$ cat src/rtl/ram_mfc_controller.sv
// Bridges the processor RAM1 request/MFC handshake onto a synchronous RAM macro.
// Range-checks word addresses and times reads and writes with a down-counter.
module ram_mfc_controller #(
  parameter int ADDR_WIDTH   = 8,
  parameter int DATA_WIDTH   = 32,
  parameter int READ_LATENCY = 2,
  parameter int WRITE_CYCLES = 1
) (
  input  logic                  Clock,
  input  logic                  Reset,
  input  logic [31:0]           RAM1_Address,
  input  logic                  RAM1_Read_H_Write_L,
  input  logic                  RAM1_Out_Enable,
  input  logic [DATA_WIDTH-1:0] RAM1_Data_In,
  output logic [DATA_WIDTH-1:0] RAM1_Data_Out,
  output logic                  RAM1_MFC,
  output logic                  RAM1_Addr_Err,
  output logic [ADDR_WIDTH-1:0] mem_addr,
  output logic                  mem_wren,
  output logic [DATA_WIDTH-1:0] mem_wdata,
  input  logic [DATA_WIDTH-1:0] mem_rdata,
  output logic                  busy
);

  typedef enum logic [1:0] {
    IDLE = 2'd0,
    RD   = 2'd1,
    WR   = 2'd2,
    DONE = 2'd3
  } state_t;

  state_t state;
  state_t state_nx;

  logic [2:0]            cnt;
  logic [2:0]            cnt_nx;
  logic [ADDR_WIDTH-1:0] addr_nx;
  logic [DATA_WIDTH-1:0] wdata_nx;
  logic [DATA_WIDTH-1:0] dout_nx;
  logic                  wren_nx;
  logic                  mfc_nx;
  logic                  err_nx;

  logic range_err;
  logic last;
  logic req;

  assign req       = RAM1_Out_Enable;
  assign range_err = |RAM1_Address[31:ADDR_WIDTH];
  assign last      = (cnt == 3'd1);
  assign busy      = (state != IDLE);

  // State register
  always_ff @(posedge Clock) begin
    if (Reset) begin
      state <= IDLE;
    end else begin
      state <= state_nx;
    end
  end

  // Next-state decode
  always_comb begin
    state_nx = state;
    unique case (state)
      IDLE: begin
        if (req) begin
          if (range_err) begin
            state_nx = DONE;
          end else if (RAM1_Read_H_Write_L) begin
            state_nx = RD;
          end else begin
            state_nx = WR;
          end
        end
      end
      RD: begin
        if (last) begin
          state_nx = DONE;
        end
      end
      WR: begin
        if (last) begin
          state_nx = DONE;
        end
      end
      DONE: begin
        if (!req) begin
          state_nx = IDLE;
        end
      end
      default: state_nx = IDLE;
    endcase
  end

  // Next values for counter, RAM-side and processor-side outputs
  always_comb begin
    cnt_nx   = cnt;
    addr_nx  = mem_addr;
    wdata_nx = mem_wdata;
    dout_nx  = RAM1_Data_Out;
    err_nx   = RAM1_Addr_Err;
    wren_nx  = 1'b0;
    mfc_nx   = (state_nx == DONE);
    unique case (state)
      IDLE: begin
        if (req) begin
          if (range_err) begin
            err_nx  = 1'b1;
            dout_nx = '0;
          end else if (RAM1_Read_H_Write_L) begin
            addr_nx = RAM1_Address[ADDR_WIDTH-1:0];
            cnt_nx  = 3'(READ_LATENCY);
          end else begin
            addr_nx  = RAM1_Address[ADDR_WIDTH-1:0];
            wdata_nx = RAM1_Data_In;
            wren_nx  = 1'b1;
            cnt_nx   = 3'(WRITE_CYCLES);
          end
        end
      end
      RD: begin
        if (last) begin
          dout_nx = mem_rdata;
          cnt_nx  = 3'd0;
        end else begin
          cnt_nx = cnt - 3'd1;
        end
      end
      WR: begin
        if (last) begin
          cnt_nx = 3'd0;
        end else begin
          wren_nx = 1'b1;
          cnt_nx  = cnt - 3'd1;
        end
      end
      DONE: begin
        if (!req) begin
          err_nx = 1'b0;
        end
      end
      default: begin
        cnt_nx = 3'd0;
      end
    endcase
  end

  // Registered datapath and handshake outputs
  always_ff @(posedge Clock) begin
    if (Reset) begin
      cnt           <= 3'd0;
      mem_addr      <= '0;
      mem_wdata     <= '0;
      mem_wren      <= 1'b0;
      RAM1_Data_Out <= '0;
      RAM1_MFC      <= 1'b0;
      RAM1_Addr_Err <= 1'b0;
    end else begin
      cnt           <= cnt_nx;
      mem_addr      <= addr_nx;
      mem_wdata     <= wdata_nx;
      mem_wren      <= wren_nx;
      RAM1_Data_Out <= dout_nx;
      RAM1_MFC      <= mfc_nx;
      RAM1_Addr_Err <= err_nx;
    end
  end

endmodule

$ cat config.mk
export PLATFORM = sky130hd
export DESIGN_NAME = ram_mfc_controller
export DESIGN_NICKNAME = d
export VERILOG_FILES = /design/src/rtl/ram_mfc_controller.sv
export SDC_FILE = /design/constraint.sdc
export NUM_CORES = 1
export LEC_CHECK = 0
export CAP_MARGIN = 20
export CORE_UTILIZATION = 37
export DETAILED_ROUTE_END_ITERATION = 12
export PLACE_DENSITY = 0.82
export SLEW_MARGIN = 25
export SYNTH_ARGS = -nofsm -noshare
export SYNTH_HDL_FRONTEND = slang
export SYNTH_SLANG_ARGS = --single-unit
$ cat constraint.sdc
create_clock -name Clock -period 1.85 [get_ports Clock]
set_input_delay 0.2775 -clock Clock [delete_from_list [all_inputs] [get_ports Clock]]
set_output_delay 0.2775 -clock Clock [all_outputs]
set_load 0.01 [all_outputs]
After elaboration in Yosys (flattened, before gate mapping)
Index checks and enable logic that the tools add are counted.
{"block": "totals", "mem_bits_ro": 0, "latchBits": 0, "mem_count": 0, "register_bits": 80, "in_bits": 100, "ram_bits": 0, "out_inout_bits": 76}
{"block": "classes", "multipliers": 0, "n_addsub": 1, "order_cmp": 0, "n_div": 0, "shifts": 0, "eq_ne": 10, "mux": 24, "reduce_logical": 12, "bitwise": 2}
{"cell": "2-to-1 mux 32 bit", "n": 3}
{"cell": "case mux 32 bit (2 select lines)", "n": 1}
{"cell": "OR reduction 24 bit", "n": 1}
{"cell": "2-to-1 mux 2 bit", "n": 6}
{"cell": "AND reduction 4 bit", "n": 3}
{"cell": "!= test 2 bit (second input constant)", "n": 5}
{"cell": "2-to-1 mux 3 bit", "n": 3}
{"cell": "nonzero test 2 bit", "n": 4}
{"cell": "2-to-1 mux 1 bit", "n": 7}
{"cell": "equality test 2 bit (second input constant)", "n": 3}
{"cell": "case mux 2 bit (3 select lines)", "n": 1}
{"cell": "case mux 3 bit (2 select lines)", "n": 1}
{"cell": "AND reduction 3 bit", "n": 2}
{"cell": "case mux 1 bit (2 select lines)", "n": 2}
{"cell": "equality test 3 x 1 -> 1 bit (second input constant)", "n": 1}
{"cell": "subtractor 3 x 1 -> 3 bit (second input constant)", "n": 1}
{"cell": "equality test 2 x 1 -> 1 bit (second input constant)", "n": 1}
{"cell": "logical NOT 2 bit", "n": 1}
{"cell": "inverter 1 bit", "n": 2}
{"cell": "OR reduction 2 bit", "n": 1}

Depth between registers and ports, before layout
{"block": "depth", "word_depth": 5, "mapped_depth": 7}

Worst setup path after synthesis
No wires, ideal clock.
{"block": "synth_timing", "path_type": "input to register", "from": "input port RAM1_Address[12]", "to": "register mem_wdata[0]", "t_arrival_ns": 1.710, "n_path_buf": 1, "stages": 5, "setup_slack_ns": 0.007, "required_ns": 1.718, "setup_ns": 0.132, "cell_sequence": "or4_4 > or4_4 > buf_6 > o21ai_1 > a21oi_1"}
{"block": "synth_between", "elab_chain_cells": 3}
{"item": "start, declared", "line_no": "11", "source": "input logic [31:0] RAM1_Address,"}
{"item": "OR reduction 24 bit", "line_no": "49", "source": "assign range_err = |RAM1_Address[31:ADDR_WIDTH];"}
{"item": "inverter 1 bit (no line)"}
{"item": "AND reduction 4 bit (no line)"}
{"item": "end signal, assigned", "line_no": "162", "source": "mem_wdata <= wdata_nx;"}
{"item": "end, declared", "line_no": "20", "source": "output logic [DATA_WIDTH-1:0] mem_wdata,"}
Every way passes these cells.
A chain may end at the register's enable or synchronous reset.

Worst setup path in the final report
{"block": "layout_timing", "from": "input port RAM1_Address[14]", "to": "register mem_wdata[6]"}
The elaborated chain is that of the path after synthesis.

==> results <==
==> metrics by stage <==
step / TNS [ns] / total power, mW / utilization
floorplan: 0 / 2.42 / -
global placement: -34.17 / 2.86 / 0.589
detailed placement: -36.89 / 2.89 / 0.589
CTS: -0.449 / 4.50 / 0.642
global route: -0.0119 / 4.73 / 0.678
finish: 0 / 4.54 / 0.678
==> sequential cells by signal (all words and copies together), names as in the netlist <==
signal         flops
RAM1_Addr_Err      1
RAM1_Data_Out     32
RAM1_MFC           1
cnt                3
mem_addr           8
mem_wdata         32
mem_wren           1
state              2
==> cell usage in the layout (no fill, tap or decap), drive strengths merged, types with 7 or more instances in the layout <==
cell,Yosys,final
nand2,37,37
nor4,7,7
nand2b,36,36
clkdlybuf4s50,0,158
nand3,33,33
a21oi,42,42
dfxtp,80,80
dlygate4sd2,0,9
buf,10,35
o21ai,42,42
mux2i,34,34
clkbuf,21,15
nand4,9,9
==> area by class of cell <==
| type | count | area (sq um) |
|---|---|---|
| Sequential cell | 80 | 1600 |
| Timing Repair Buffer | 210 | 2170 |
| Multi-Input combinational cell | 278 | 2120 |
| Fill cell | 713 | 2990 |
| Clock buffer | 12 | 155 |
| Tap cell | 129 | 161 |
| Clock inverter | 3 | 65.1 |
| Inverter | 6 | 22.5 |
==> power groups by stage <==
| stage | combinational, mW | clock (mW) | sequential, mW |
|---|---|---|---|
| after global placement | 0.999 | 0 | 1.86 |
| after detailed placement | 1.03 | 0 | 1.87 |
| after global routing | 1.35 | 1.54 | 1.84 |
| after floorplan | 0.537 | 0 | 1.89 |
| after CTS | 1.20 | 1.47 | 1.83 |
| final | 1.26 | 1.45 | 1.83 |
==> cell usage after synthesis (3+ instances only) <==
library cell  count  share of area
o21ai_0          12          0.017
clkbuf_1         17          0.018
nand4_1           8          0.014
mux2i_1          34          0.096
o21ai_1          28          0.039
buf_6             7          0.022
clkbuf_2          3         0.0042
a21oi_1          42          0.059
nand2b_1         36          0.063
buf_4             3         0.0063
inv_1             6         0.0063
ha_1              6          0.021
nand3_1          33          0.046
dfxtp_1          80           0.45
or4_4             3         0.0095
nor4_1            6          0.011
nand2_1          37          0.039
nor2_1            5         0.0053
==> timing repair <==
item,4_1_cts,5_1_grt
hold endpoints to repair,0,0
gates resized for setup,41,75
gates cloned,7,2
buffers inserted,4,2
pin swaps,22,35
endpoints found under the setup margin,69,61
==> kinds of logic (layout without fill, tap and decap cells) <==
group	count (synthesis)	in the layout	synth area share
muxes	36	36	0.102
adders and majority gates	6	6	0.0211
AOI/OAI and AO/OA	96	96	0.151
buffers and inverters	38	231	0.0637
DFF	80	80	0.451
and+or+nand+nor	137	140	0.211
==> tightest hold or removal path: cells and delay by family <==
kind                   cells  cell delay [ns]
AND/OR/NAND/NOR            2             0.23
buffers and inverters      1             0.11
multiplexers               1             0.05
==> how the worst max path moves through the flow <==
stage	endpoint	slack, ns	depth (start not counted)
6_report	mem_wdata[6]	0.04	8
5_1_grt	mem_wdata[13]	-0.01	8
4_1_cts	RAM1_Data_Out[13]	-0.03	7
3_5_place_dp	mem_wdata[19]	-0.60	5
3_3_place_gp	mem_wdata[19]	-0.57	5
2_1_floorplan	mem_wdata[0]	0.007	5
==> routing by layer <==
| metal | global-route usage | vias to the layer above |
|---|---|---|
| met5 | 0 | - |
| met4 | 0.105 | 0 |
| met3 | 0.0794 | 35 |
| met2 | 0.427 | 197 |
| met1 | 0.254 | 1789 |
| li1 | - | 1780 |
==> Flow_metrics.wiki <==
{| class="wikitable"
! Metric !! Value
|-
| Run status || complete, no violations
|-
| Via count of the routed design || between 3000 and 4000
|-
| Tmin final || 1.81 ns
|-
| Antenna violations before repair || 0
|-
| Placed inst area || 5470 sq um
|-
| Register-to-register setup slack || around 0.13 ns
|-
| Worst setup skew after layout || approximately 0.01 ns
|-
| Proportion of synthesized flip-flops having asynchronous set or reset || 0
|-
| CP delay by family, top || simple AND/OR/NAND/NOR gates
|-
| Routed length on met3 || approximately 1.2 mm
|-
| Endpoint of the worst-slack reg-to-reg timing path || mem_wdata[6]
|-
| Number of max-slew violations in the final report || 0
|-
| Maximum clock frequency || between 500 and 600 MHz
|-
| Antenna Cells || 0
|-
| Routed length on met2 || approximately 6.4 mm
|-
| Clock Power Share || 0.319
|-
| Most instantiated flip-flop cell in the synthesis netlist || dfxtp_1
|-
| Placeable core region || approximately 9300 sq um
|-
| Worst EP arrival || between 2 and 2.5 ns
|-
| Post-layout nets || between 600 and 700
|-
| Count of port buffers added during placement || approximately 180
|-
| Part of the Yosys area used for sequential elements || 0.451
|-
| Worst slack at placement || -0.597 ns
|-
| Vias in the first global route || ~3700
|-
| CP max stage cell || or4_4
|-
| Net count after synthesis || between 400 and 500
|-
| DR WL/cell || between 15 and 20 um
|-
| Proportion of layout cells with a drive suffix above 1 || 0.209
|-
| Cell with the most instances on the worst path || buf_6
|-
| Actual transition at the worst max-transition pin || between 0.8 and 0.9 ns
|-
| Ordered list of cells on the worst path || dlygate4sd2_1 -> or4_4 -> buf_6 -> nor4_4 -> buf_6 -> buf_16 -> nand3_1 -> a21oi_1
|-
| Gate count after technology mapping || approximately 390
|-
| Remaining max-slew budget at the tightest pin || 0.421
|-
| Clk Latency, worst-skew pair || ~0.34 ns
|-
| Global-route wire length before repair || between 15 and 20 mm
|-
| Post-layout worst setup margin || roughly 0.036 ns
|-
| Largest stage delay, worst path || around 0.54 ns
|-
| CP Data Required Time || about 2.1 ns
|-
| Internal power || between 3 and 4 mW
|-
| Vias per Instance || roughly 5.3
|-
| Final design instance area without fill || around 6300 sq um
|-
| Clock tree from TritonCTS || built
|-
| Highest metal layer used by the detailed router || met4
|-
| Max-cap violation count || 0
|-
| Origin of the worst min-delay path || Reset
|-
| Setup CP Type || in2reg
|-
| First drt pass iteration count || 4
|-
| Reg power frac || 0.403
|-
| Total of hold buffers inserted after clock tree synthesis || 0
|-
| Number of warnings printed during yosys synthesis || 0
|-
| Switching power of the nets || 1.21 mW
|-
| Syn avg cell area || 9.04 sq um
|-
| Clock Sink Count || 80
|-
| R2r worst-path depth || 9
|-
| H-tree depth reported by CTS || 3
|-
| Worst path buffer plus inverter count || 4
|-
| Post-route worst hold slack || about 0.38 ns
|-
| CTS Buffer Depth || 2
|-
| Number of routed nets with antenna violations || 0
|-
| Drc violations || 0
|-
| Half-perimeter wire length after detailed placement || about 7.5 mm
|-
| Total global routing overflow || 0
|-
| Final Hold Vio Count || 0
|-
| Cell Area, Synth || 3550 sq um
|-
| Routed wire length || 12.9 mm
|-
| Largest voltage drop on the vdd net || just over 0.0004 V
|-
| Clock buffer count from CTS || 9
|-
| Full die area || around 10000 sq um
|-
| Final Cycle Share || 0.981
|-
| Endpoint kind of the worst setup timing path || register
|-
| Cell row count || 35
|-
| Startpoint of the most critical setup path || RAM1_Address[14]
|-
| Area delta synth->final || 77.1%
|-
| Initial DRC count || between 100 and 150
|-
| Horizontal die dimension || ~100 um
|-
| R2r startpoint || state[0]
|-
| Initial core utilization || 0.383
|-
| Maximum number of pins on one net before global-route repair || between 80 and 90
|-
| Clock root buffer master || clkbuf_8
|-
| Static Leak || ~2.3 nW
|-
| Worst min path class || in2reg
|-
| Peak fanout along the critical path || 8
|-
| Number of cells on the worst hold path || 4
|-
| Critical path launch point type || primary input
|-
| Post-route met1 wirelength || 4.74 mm
|-
| Die span in y || 100 um
|-
| All-Layer GR Usage || 0.238
|-
| Dpl cells || around 690
|-
| Register clock-pin slew on the reported worst setup and hold paths || around 0.080 ns
|-
| Sink of the worst hold path || RAM1_Data_Out[17]
|-
| Pwr per Cell Area || 722 nW/um^2
|-
| Final setup violation count || 0
|-
| Number of top-level design ports || approximately 180
|-
| Final Instance Count excl. Fillers || between 700 and 800
|-
| Routability Congestion || around 0.83
|-
| Flip-flop and latch count after synthesis || 80
|-
| Number of enable-type register cells in the synthesized netlist || 0
|-
| Count of cell types in the netlist || just over 40
|-
| Switching share of power || 0.266
|-
| Part of the total power dissipated in combinational logic || 0.278
|}
No activity file was read; power rests on OpenSTA's default activity.
